**src/rtl/logo_anim_ctrl_pkg.sv**
```systemverilog
// logo_anim_ctrl_pkg: shared VGA constants, logo state encoding and direction type.
package logo_anim_ctrl_pkg;
    localparam int DELT_W   = 11;
    localparam int H_ACTIVE = 640;
    localparam int V_ACTIVE = 480;
    localparam int LOGO_Y   = 200;
    localparam int LOGO_H   = 64;

    typedef enum logic [2:0] {
        IDLE    = 3'd0,
        MOVE_R  = 3'd1,
        MOVE_L  = 3'd2,
        DWELL_R = 3'd3,
        DWELL_L = 3'd4
    } state_t;

    typedef enum logic {
        RIGHT = 1'b0,
        LEFT  = 1'b1
    } dir_t;
endpackage

```
**src/rtl/logo_anim_ctrl_vsync_edge_sync.sv**
```systemverilog
// vsync_edge_sync: two-flop synchroniser for active-low vsync plus falling-edge detect.
module vsync_edge_sync (
    input  logic clk,
    input  logic rst,
    input  logic vsync,
    output logic fall
);
    logic s1, s2, h;
    // Flops reset to the idle-high level so reset release never fakes an edge.
    always_ff @(posedge clk or negedge rst)
        if (!rst) {s1, s2, h} <= 3'b111;
        else      {s1, s2, h} <= {vsync, s1, s2};
    assign fall = h & ~s2;
endmodule

```
**src/rtl/logo_anim_ctrl.sv**
```systemverilog
// logo_anim_ctrl: frame-locked sequencer moving the logo between 0 and DELT_MAX, blinking at each end.
module logo_anim_ctrl
    import logo_anim_ctrl_pkg::*;
#(
    parameter int DELT_MAX     = 200,
    parameter int DWELL_FRAMES = 32,
    parameter int BLINK_FRAMES = 8,
    parameter int FRAME_DIV    = 2
) (
    input  logic              clk,
    input  logic              rst,
    input  logic              vsync,
    input  logic              run,
    input  logic [2:0]        speed,
    output logic [DELT_W-1:0] delt,
    output logic              enble,
    output logic              frame_tick,
    output logic              at_edge
);
    localparam int SW = DELT_W + 1;
    localparam int FW = $clog2(FRAME_DIV + 1);
    localparam int DW = $clog2(DWELL_FRAMES + 1);
    localparam int BW = $clog2(BLINK_FRAMES + 1);

    state_t         st;
    dir_t           dir;
    logic [FW-1:0]  fcnt;
    logic [DW-1:0]  dcnt;
    logic [BW-1:0]  bcnt;
    logic           saved;
    logic           fall;
    logic           step;
    logic [SW-1:0]  sum;

    vsync_edge_sync u_sync (
        .clk   (clk),
        .rst   (rst),
        .vsync (vsync),
        .fall  (fall)
    );

    assign step = fcnt == FW'(FRAME_DIV - 1);
    assign sum  = {1'b0, delt} + SW'(speed);

    // saved marks an interrupted dwell so that resuming from IDLE re-enters it.
    always_ff @(posedge clk or negedge rst)
        if (!rst) begin
            st         <= IDLE;
            dir        <= RIGHT;
            fcnt       <= '0;
            dcnt       <= '0;
            bcnt       <= '0;
            saved      <= 1'b0;
            delt       <= '0;
            enble      <= 1'b0;
            frame_tick <= 1'b0;
            at_edge    <= 1'b0;
        end else begin
            frame_tick <= fall;
            if (frame_tick) begin
                fcnt <= step ? '0 : fcnt + 1'b1;
                if (!run && st != IDLE) begin
                    st      <= IDLE;
                    enble   <= 1'b1;
                    at_edge <= 1'b0;
                end else
                    case (st)
                        IDLE: begin
                            enble <= 1'b1;
                            if (run) begin
                                st      <= saved ? (dir == RIGHT ? DWELL_R : DWELL_L)
                                                 : (dir == RIGHT ? MOVE_R : MOVE_L);
                                at_edge <= saved;
                            end
                        end
                        MOVE_R:
                            if (step && speed != 3'd0) begin
                                if (sum >= SW'(DELT_MAX)) begin
                                    delt    <= DELT_W'(DELT_MAX);
                                    st      <= DWELL_R;
                                    dcnt    <= '0;
                                    bcnt    <= '0;
                                    saved   <= 1'b1;
                                    at_edge <= 1'b1;
                                end else
                                    delt <= sum[DELT_W-1:0];
                            end
                        MOVE_L:
                            if (step && speed != 3'd0) begin
                                if (delt <= DELT_W'(speed)) begin
                                    delt    <= '0;
                                    st      <= DWELL_L;
                                    dcnt    <= '0;
                                    bcnt    <= '0;
                                    saved   <= 1'b1;
                                    at_edge <= 1'b1;
                                end else
                                    delt <= delt - DELT_W'(speed);
                            end
                        default:
                            if (dcnt == DW'(DWELL_FRAMES - 1)) begin
                                enble   <= 1'b1;
                                dir     <= dir == RIGHT ? LEFT : RIGHT;
                                st      <= st == DWELL_R ? MOVE_L : MOVE_R;
                                saved   <= 1'b0;
                                at_edge <= 1'b0;
                            end else begin
                                dcnt <= dcnt + 1'b1;
                                bcnt <= bcnt == BW'(BLINK_FRAMES - 1) ? '0 : bcnt + 1'b1;
                                if (bcnt == BW'(BLINK_FRAMES - 1)) enble <= ~enble;
                            end
                    endcase
            end
        end
endmodule

```
**config.mk**
```make
export PLATFORM = sky130hd
export DESIGN_NAME = logo_anim_ctrl
export DESIGN_NICKNAME = d
export VERILOG_FILES = /design/src/rtl/logo_anim_ctrl_pkg.sv /design/src/rtl/logo_anim_ctrl_vsync_edge_sync.sv /design/src/rtl/logo_anim_ctrl.sv
export SDC_FILE = /design/constraint.sdc
export NUM_CORES = 1
export LEC_CHECK = 0
export BUFFER_PORTS_ARGS = -buffer_cell sky130_fd_sc_hd__clkbuf_2
export CAP_MARGIN = 20
export CORE_ASPECT_RATIO = 0.7
export CORE_MARGIN = 2
export CORE_UTILIZATION = 50
export DETAILED_ROUTE_END_ITERATION = 8
export GPL_ROUTABILITY_DRIVEN = 0
export PLACE_DENSITY = 0.71
export SLEW_MARGIN = 10
export SYNTH_ARGS = -nofsm -noshare
export SYNTH_HDL_FRONTEND = slang
export SYNTH_SLANG_ARGS = --single-unit
```
**constraint.sdc**
```tcl
create_clock -name clk -period 6.8 [get_ports clk]
set_input_delay 1.02 -clock clk [delete_from_list [all_inputs] [get_ports clk]]
set_output_delay 1.02 -clock clk [all_outputs]
set_load 0.005 [all_outputs]
```
==> flow_summary.json, run 1 <==
{
  "status": "completed",
  "die_width_um": 87.3,
  "initial_utilization_pct": 51.3,
  "crit_chain": "clkbuf_2 > ha_1 > inv_1 > fa_1 > o21bai_2 > nand2_1 > o41ai_4 > nand3_4 > o211ai_4 > nor2_1 > o22a_1",
  "maxClockFrequency_mhz": 279,
  "grt_pass1_wl_mm": 9.86,
  "diodes": 0,
  "finClkSkew_ns": 0.00405,
  "setup.worst_path.end_class": "flip-flop",
  "ys_warn_count": 0,
  "slew_headroom_pct": 35.3,
  "h-tree-depth": 2,
  "synth_top_cell_by_area": "dfrtp_1",
  "netlist_top_cells_count": "nand2_1 (32), dfrtp_1 (31), nor2_1 (22)",
  "post_cts_buffers": 0,
  "die_area_um2": 5440,
  "ant_nets": 0,
  "cts-hold-fix-buffers": 0,
  "coreArea_um2": 4730,
  "drt-total-wl_mm": 5.71,
  "first_pass_iters": 5,
  "grt_max_degree": 35,
  "grt-ovfl-total": 0,
  "cts-buffers-inserted": 5,
  "setup_viol": 0,
  "final_max_slew_viol_count": 0,
  "vias": 2218,
  "timing.final.hold_violations": 0,
  "syn_avg_cell_area_um2": 8.55,
  "viasPerCell": 6.27,
  "tns_ns": 0,
  "ys_top_cells_by_area": "dfrtp_1 (32%), nand2_1 (4.9%), ha_1 (4.6%), a21oi_1 (3.9%), nor2_1 (3.4%)",
  "synthCells": 284,
  "root_buffer": "clkbuf_8",
  "hold_path_class": "reg2reg",
  "fin_crit_ns": 3.58,
  "antenna_found_initial": 0,
  "synth_seq_area_share_pct": 35.2,
  "final_cells": 354,
  "ios": 21,
  "die_h_um": 62.3,
  "hpwl_mm": 4.06,
  "drt-initial-drc-count": 238,
  "drv_cap": 0,
  "port_buffers": 20,
  "post_cts_resized": 0,
  "post-route-util_pct": 55.6,
  "drc": 0,
  "holdWs_ns": 0.358,
  "critPathLaunchType": "input pin",
  "yosysMostFrequentCell": "nand2_1",
  "grt_use_total_pct": 22.5,
  "drive_gt1_share_pct": 14.8,
  "clkTransAtPathRegs_ns": 0.07,
  "syn_nets": 302,
  "clock_latency_ns": 0.29,
  "async_flop_share_pct": 100,
  "synth.top_cell.area_share_pct": 32.0,
  "tightest_slew_ns": 0.971,
  "vdd_drop_max_uv": 144,
  "slowest_stage": "o41ai_4",
  "ys_types": 59,
  "ys_seq_elements": 34,
  "clockBufferDepth": 2,
  "power_density_nw_per_um2": 395,
  "synth_edf_count": 0,
  "fillers": 435,
  "routedWlPerCell_um": 16.1,
  "dp.cells": 346,
  "clkSinkCount": 34,
  "crit_arrival_ns": 3.76,
  "netlist_area_um2": 2430,
  "synth_ff_type": "dfrtp_1",
  "grt_pass1_vias": 1981,
  "fin_crit_sh_pct": 52.7,
  "cts_tree": "done",
  "critPathKind": "in2reg",
  "rows": 21,
  "cp_max_fo": 15,
  "rsz0062_at_grt": "no",
  "nets": 314,
  "syn_to_final_growth_pct": 8.40,
  "crit_required_ns": 6.98,
  "slowest_delay_ns": 0.61,
  "leakagePower_nw": 1.09
}
final cells by class:
cell class                 count  area (µm²)  share of cell area [%]
timing repair buffer          20         100                    3.80
tap                           57        71.3                    2.71
clock inverter                 3        40.0                    1.52
sequential                    34         855                    32.5
inverter                      13        48.8                    1.85
clock buffer                   5        68.8                    2.62
multi-input combinational    222        1450                    55.0
power breakdown:
| part | internal, W | switching, W |
|---|---|---|
| clock network | 0.000108 | 0.0000745 |
| registers | 0.000261 | 0.000101 |
| logic | 0.000203 | 0.000291 |
| total | 0.000572 | 0.000467 |
path summary, 6_finish.rpt:
| check | start | endpoint | slack [ns] | depth (start not counted) |
|---|---|---|---|---|
| max | speed[0] | dcnt[4]$_DFFE_PN0P_ | 3.22 | 11 |
| min | u_sync.s1$_DFF_PN1_ | u_sync.s2$_DFF_PN1_ | 0.36 | 0 |
| max reg2reg | delt[0]$_DFFE_PN0P_ | dcnt[4]$_DFFE_PN0P_ | 3.67 | 10 |
| min reg2reg | u_sync.s1$_DFF_PN1_ | u_sync.s2$_DFF_PN1_ | 0.36 | 0 |
| max in group asynchronous | rst | enble$_DFFE_PN0P_ | 5.45 | 1 |
| min in group asynchronous | rst | at_edge$_DFFE_PN0P_ | 0.83 | 1 |
kinds of logic (layout without fill, tap and decap cells):
logic type,Yosys count,in the layout,share of synthesized area (%)
multiplexers,4,4,1.70
buffers and inverters,28,41,5.15
XOR/XNOR,5,5,1.80
AO/OA/AOI/OAI,87,87,25.5
AND/OR/NAND/NOR,115,115,24.4
flip-flops,34,34,35.2
adder cells (fa/ha/maj),11,11,6.29
metrics by stage:
| stage | setup slack (ns) | total power (W) | cell area (µm²) |
|---|---|---|---|
| after global routing | 3.06 | 0.00113 | 2630 |
| after CTS | 3.25 | 0.00104 | 2630 |
| after detailed placement | 2.94 | 0.000847 | 2520 |
| after global placement | 3.01 | 0.000843 | 2520 |
| final | 3.22 | 0.00104 | 2630 |
| after floorplan | 3.47 | 0.000726 | 2430 |
worst max-delay path: cells and delay by family:
family | cells | cell delay, ns
adders and majority gates | 2 | 0.63
and+or+nand+nor | 3 | 0.45
AOI/OAI and AO/OA | 4 | 1.48
buffers and inverters | 2 | 0.16
sequential cells by signal, indices dropped and copies added, names as in the netlist:
signal / cells
u_sync.s1: 1
st: 3
at_edge: 1
saved: 1
bcnt: 4
frame_tick: 1
u_sync.h: 1
u_sync.s2: 1
fcnt: 2
dcnt: 6
delt: 11
enble: 1
dir: 1
placed cells by master, fill, tap and decap left out, types with 2 or more instances in the layout:
cell	instances
o22ai_1	4
and3_1	2
o211ai_1	3
clkbuf_8	5
xnor2_1	3
nor3b_1	3
nand2b_1	6
nor3_1	7
fa_1	2
o41ai_1	3
inv_1	13
nand3_1	15
nor2b_1	5
dfrtp_1	31
o21ai_1	9
mux2i_1	3
nand4_1	3
nor4_1	6
or3_1	3
ha_1	9
a21boi_0	2
o22a_1	3
o21ai_0	15
and2_1	2
clkbuf_2	20
xor2_1	2
dfstp_2	3
o21bai_1	2
or4_1	2
o31ai_1	8
nand2_1	32
nor2_1	22
clkinv_2	2
a22oi_1	2
a21oi_1	19
nand4b_1	2
per-layer routing:
| metal | up-vias | track usage [%] | wire, µm |
|---|---|---|---|
| li1 | 1058 | - | - |
| met1 | 1061 | 38.1 | 3000 |
| met2 | 94 | 28.6 | 2280 |
| met3 | 5 | 4.26 | 395 |
| met4 | 0 | 5.00 | 36 |
| met5 | - | 0 | 0 |
Power figures use the tool's default switching activity.
==> run 2: changes to the inputs <==
==> constraint.sdc (replaced) <==
create_clock -name clk -period 3.4 [get_ports clk]
set_input_delay 0.51 -clock clk [delete_from_list [all_inputs] [get_ports clk]]
set_output_delay 0.51 -clock clk [all_outputs]
set_load 0.005 [all_outputs]
==> flow_summary.json, run 2 (synthesis results as in run 1) <==
{
  "rows": 21,
  "leakagePower_nw": 1.14,
  "status": "completed",
  "initial_utilization_pct": 51.3,
  "cts-buffers-inserted": 5,
  "clkSinkCount": 34,
  "die_h_um": 62.3,
  "crit_required_ns": 3.63,
  "nets": 324,
  "hp-start": "vsync",
  "cts_tree": "done",
  "maxClockFrequency_mhz": 334,
  "layout_common_cells": "nand2_1 (32), dfrtp_1 (31), nor2_1 (22)",
  "largest_register": "delt",
  "die_area_um2": 5440,
  "grt_pass1_vias": 2074,
  "drive_gt1_share_pct": 17.3,
  "grt_use_total_pct": 23.9,
  "hold_depth": 1,
  "cp-startpoint": "delt[2]$_DFFE_PN0P_",
  "stdcell_area_um2": 2710,
  "largest_reg_flops": 11,
  "drt-initial-drc-count": 340,
  "syn_to_final_growth_pct": 11.8,
  "diodes": 0,
  "clkTransAtPathRegs_ns": 0.07,
  "tightest_slew_ns": 0.959,
  "final_max_slew_viol_count": 0,
  "port_buffers": 20,
  "timing.final.hold_violations": 0,
  "post_cts_resized": 0,
  "die_width_um": 87.3,
  "regToRegStartpoint": "delt[2]$_DFFE_PN0P_",
  "hold_path_class": "in2reg",
  "final_common_cell": "nand2_1",
  "crit_arrival_ns": 3.22,
  "antenna_found_initial": 0,
  "finalPower_w": 0.00217,
  "ant_nets": 0,
  "setup_viol": 0,
  "first_pass_iters": 5,
  "critPathKind": "reg2reg",
  "cp_max_fo": 11,
  "routedWlPerCell_um": 16.6,
  "root_buffer": "clkbuf_8",
  "fin_crit_sh_pct": 88.0,
  "setup.worst_path.end_class": "flip-flop",
  "slew_headroom_pct": 36.0,
  "reg2reg_depth": 9,
  "drt-total-wl_mm": 6.06,
  "post-route-util_pct": 57.4,
  "tns_ns": 0,
  "viasPerCell": 6.12,
  "cts-hold-fix-buffers": 0,
  "placed_cell_area_um2": 2600,
  "grt_max_degree": 35,
  "finClkSkew_ns": 0.00875,
  "grt-ovfl-total": 0,
  "clock_latency_ns": 0.30,
  "grt_pass1_wl_mm": 10.2,
  "clockBufferDepth": 2,
  "drc": 0,
  "hpwl_mm": 4.41,
  "top_regs": "delt x11, dcnt x6, bcnt x4",
  "h-tree-depth": 2,
  "coreArea_um2": 4730,
  "fin_crit_ns": 2.99,
  "power_density_nw_per_um2": 800,
  "vdd_drop_max_uv": 251,
  "vias": 2227,
  "ios": 21,
  "critPathLaunchType": "flip-flop",
  "drv_cap": 0,
  "rsz0062_at_grt": "no",
  "post_cts_buffers": 0
}
==> run 2: cell types whose count changed in the layout (fill, tap and decap cells not counted), sizes merged <==
| cell | change |
|---|---|
| buf | +10 |
| clkbuf | +2 |
| clkinv | -2 |
==> run 2: layout make-up <==
cell class                      count  area, µm²
Fill cell                         445       2020
Multi-Input combinational cell    222       1450
Sequential cell                    34        855
Timing Repair Buffer               30        175
Clock buffer                        7       86.3
Tap cell                           57       71.3
Inverter                           13       48.8
Clock inverter                      1       30.0
==> run 2: where the power goes <==
| group | switching (W) | internal, W | total [W] |
|---|---|---|---|
| combinational | 0.000627 | 0.000450 | 0.00108 |
| sequential | 0.000181 | 0.000522 | 0.000703 |
| clock | 0.000153 | 0.000239 | 0.000392 |
| total | 0.000961 | 0.00121 | 0.00217 |
==> run 2: worst max-delay path, cell delays in order, from the launching register on <==
cell	delay (ns)
dfrtp_1	0.42
ha_1	0.49
and2b_1	0.25
or3_1	0.45
a2bb2oi_1	0.36
a211oi_4	0.12
buf_4	0.18
o21ai_2	0.22
mux2_2	0.37
nand3_1	0.07
==> run 2: per-stage QoR <==
stage          cells  setup slack, ns  hold WS, ns
2_1_floorplan    284            0.580        0.214
3_3_place_gp     356            0.201        0.346
3_5_place_dp     356            0.228        0.348
4_1_cts          364            0.439        0.284
5_1_grt          364            0.241        0.284
6_report         364            0.408        0.291
==> run 2: layer usage <==
metal	up-vias	wire [µm]	GRT usage, %	part of all wire (%)
li1	1084	-	-	-
met1	1025	3090	38.1	51
met2	106	2400	30.6	40
met3	12	488	6.78	8.1
met4	0	76	7.50	1.3
met5	-	0	0	0
==> run 2: final timing paths <==
| path | end | slack (ns) |
|---|---|---|
| worst max register to register | at_edge$_DFFE_PN0P_ | 0.41 |
| worst max-delay path | at_edge$_DFFE_PN0P_ | 0.41 |
| worst min-delay path | u_sync.s1$_DFF_PN1_ | 0.29 |
| worst min register to register | u_sync.s2$_DFF_PN1_ | 0.36 |
| max in group asynchronous | delt[4]$_DFFE_PN0P_ | 2.54 |
| min in group asynchronous | bcnt[2]$_DFFE_PN0P_ | 0.32 |
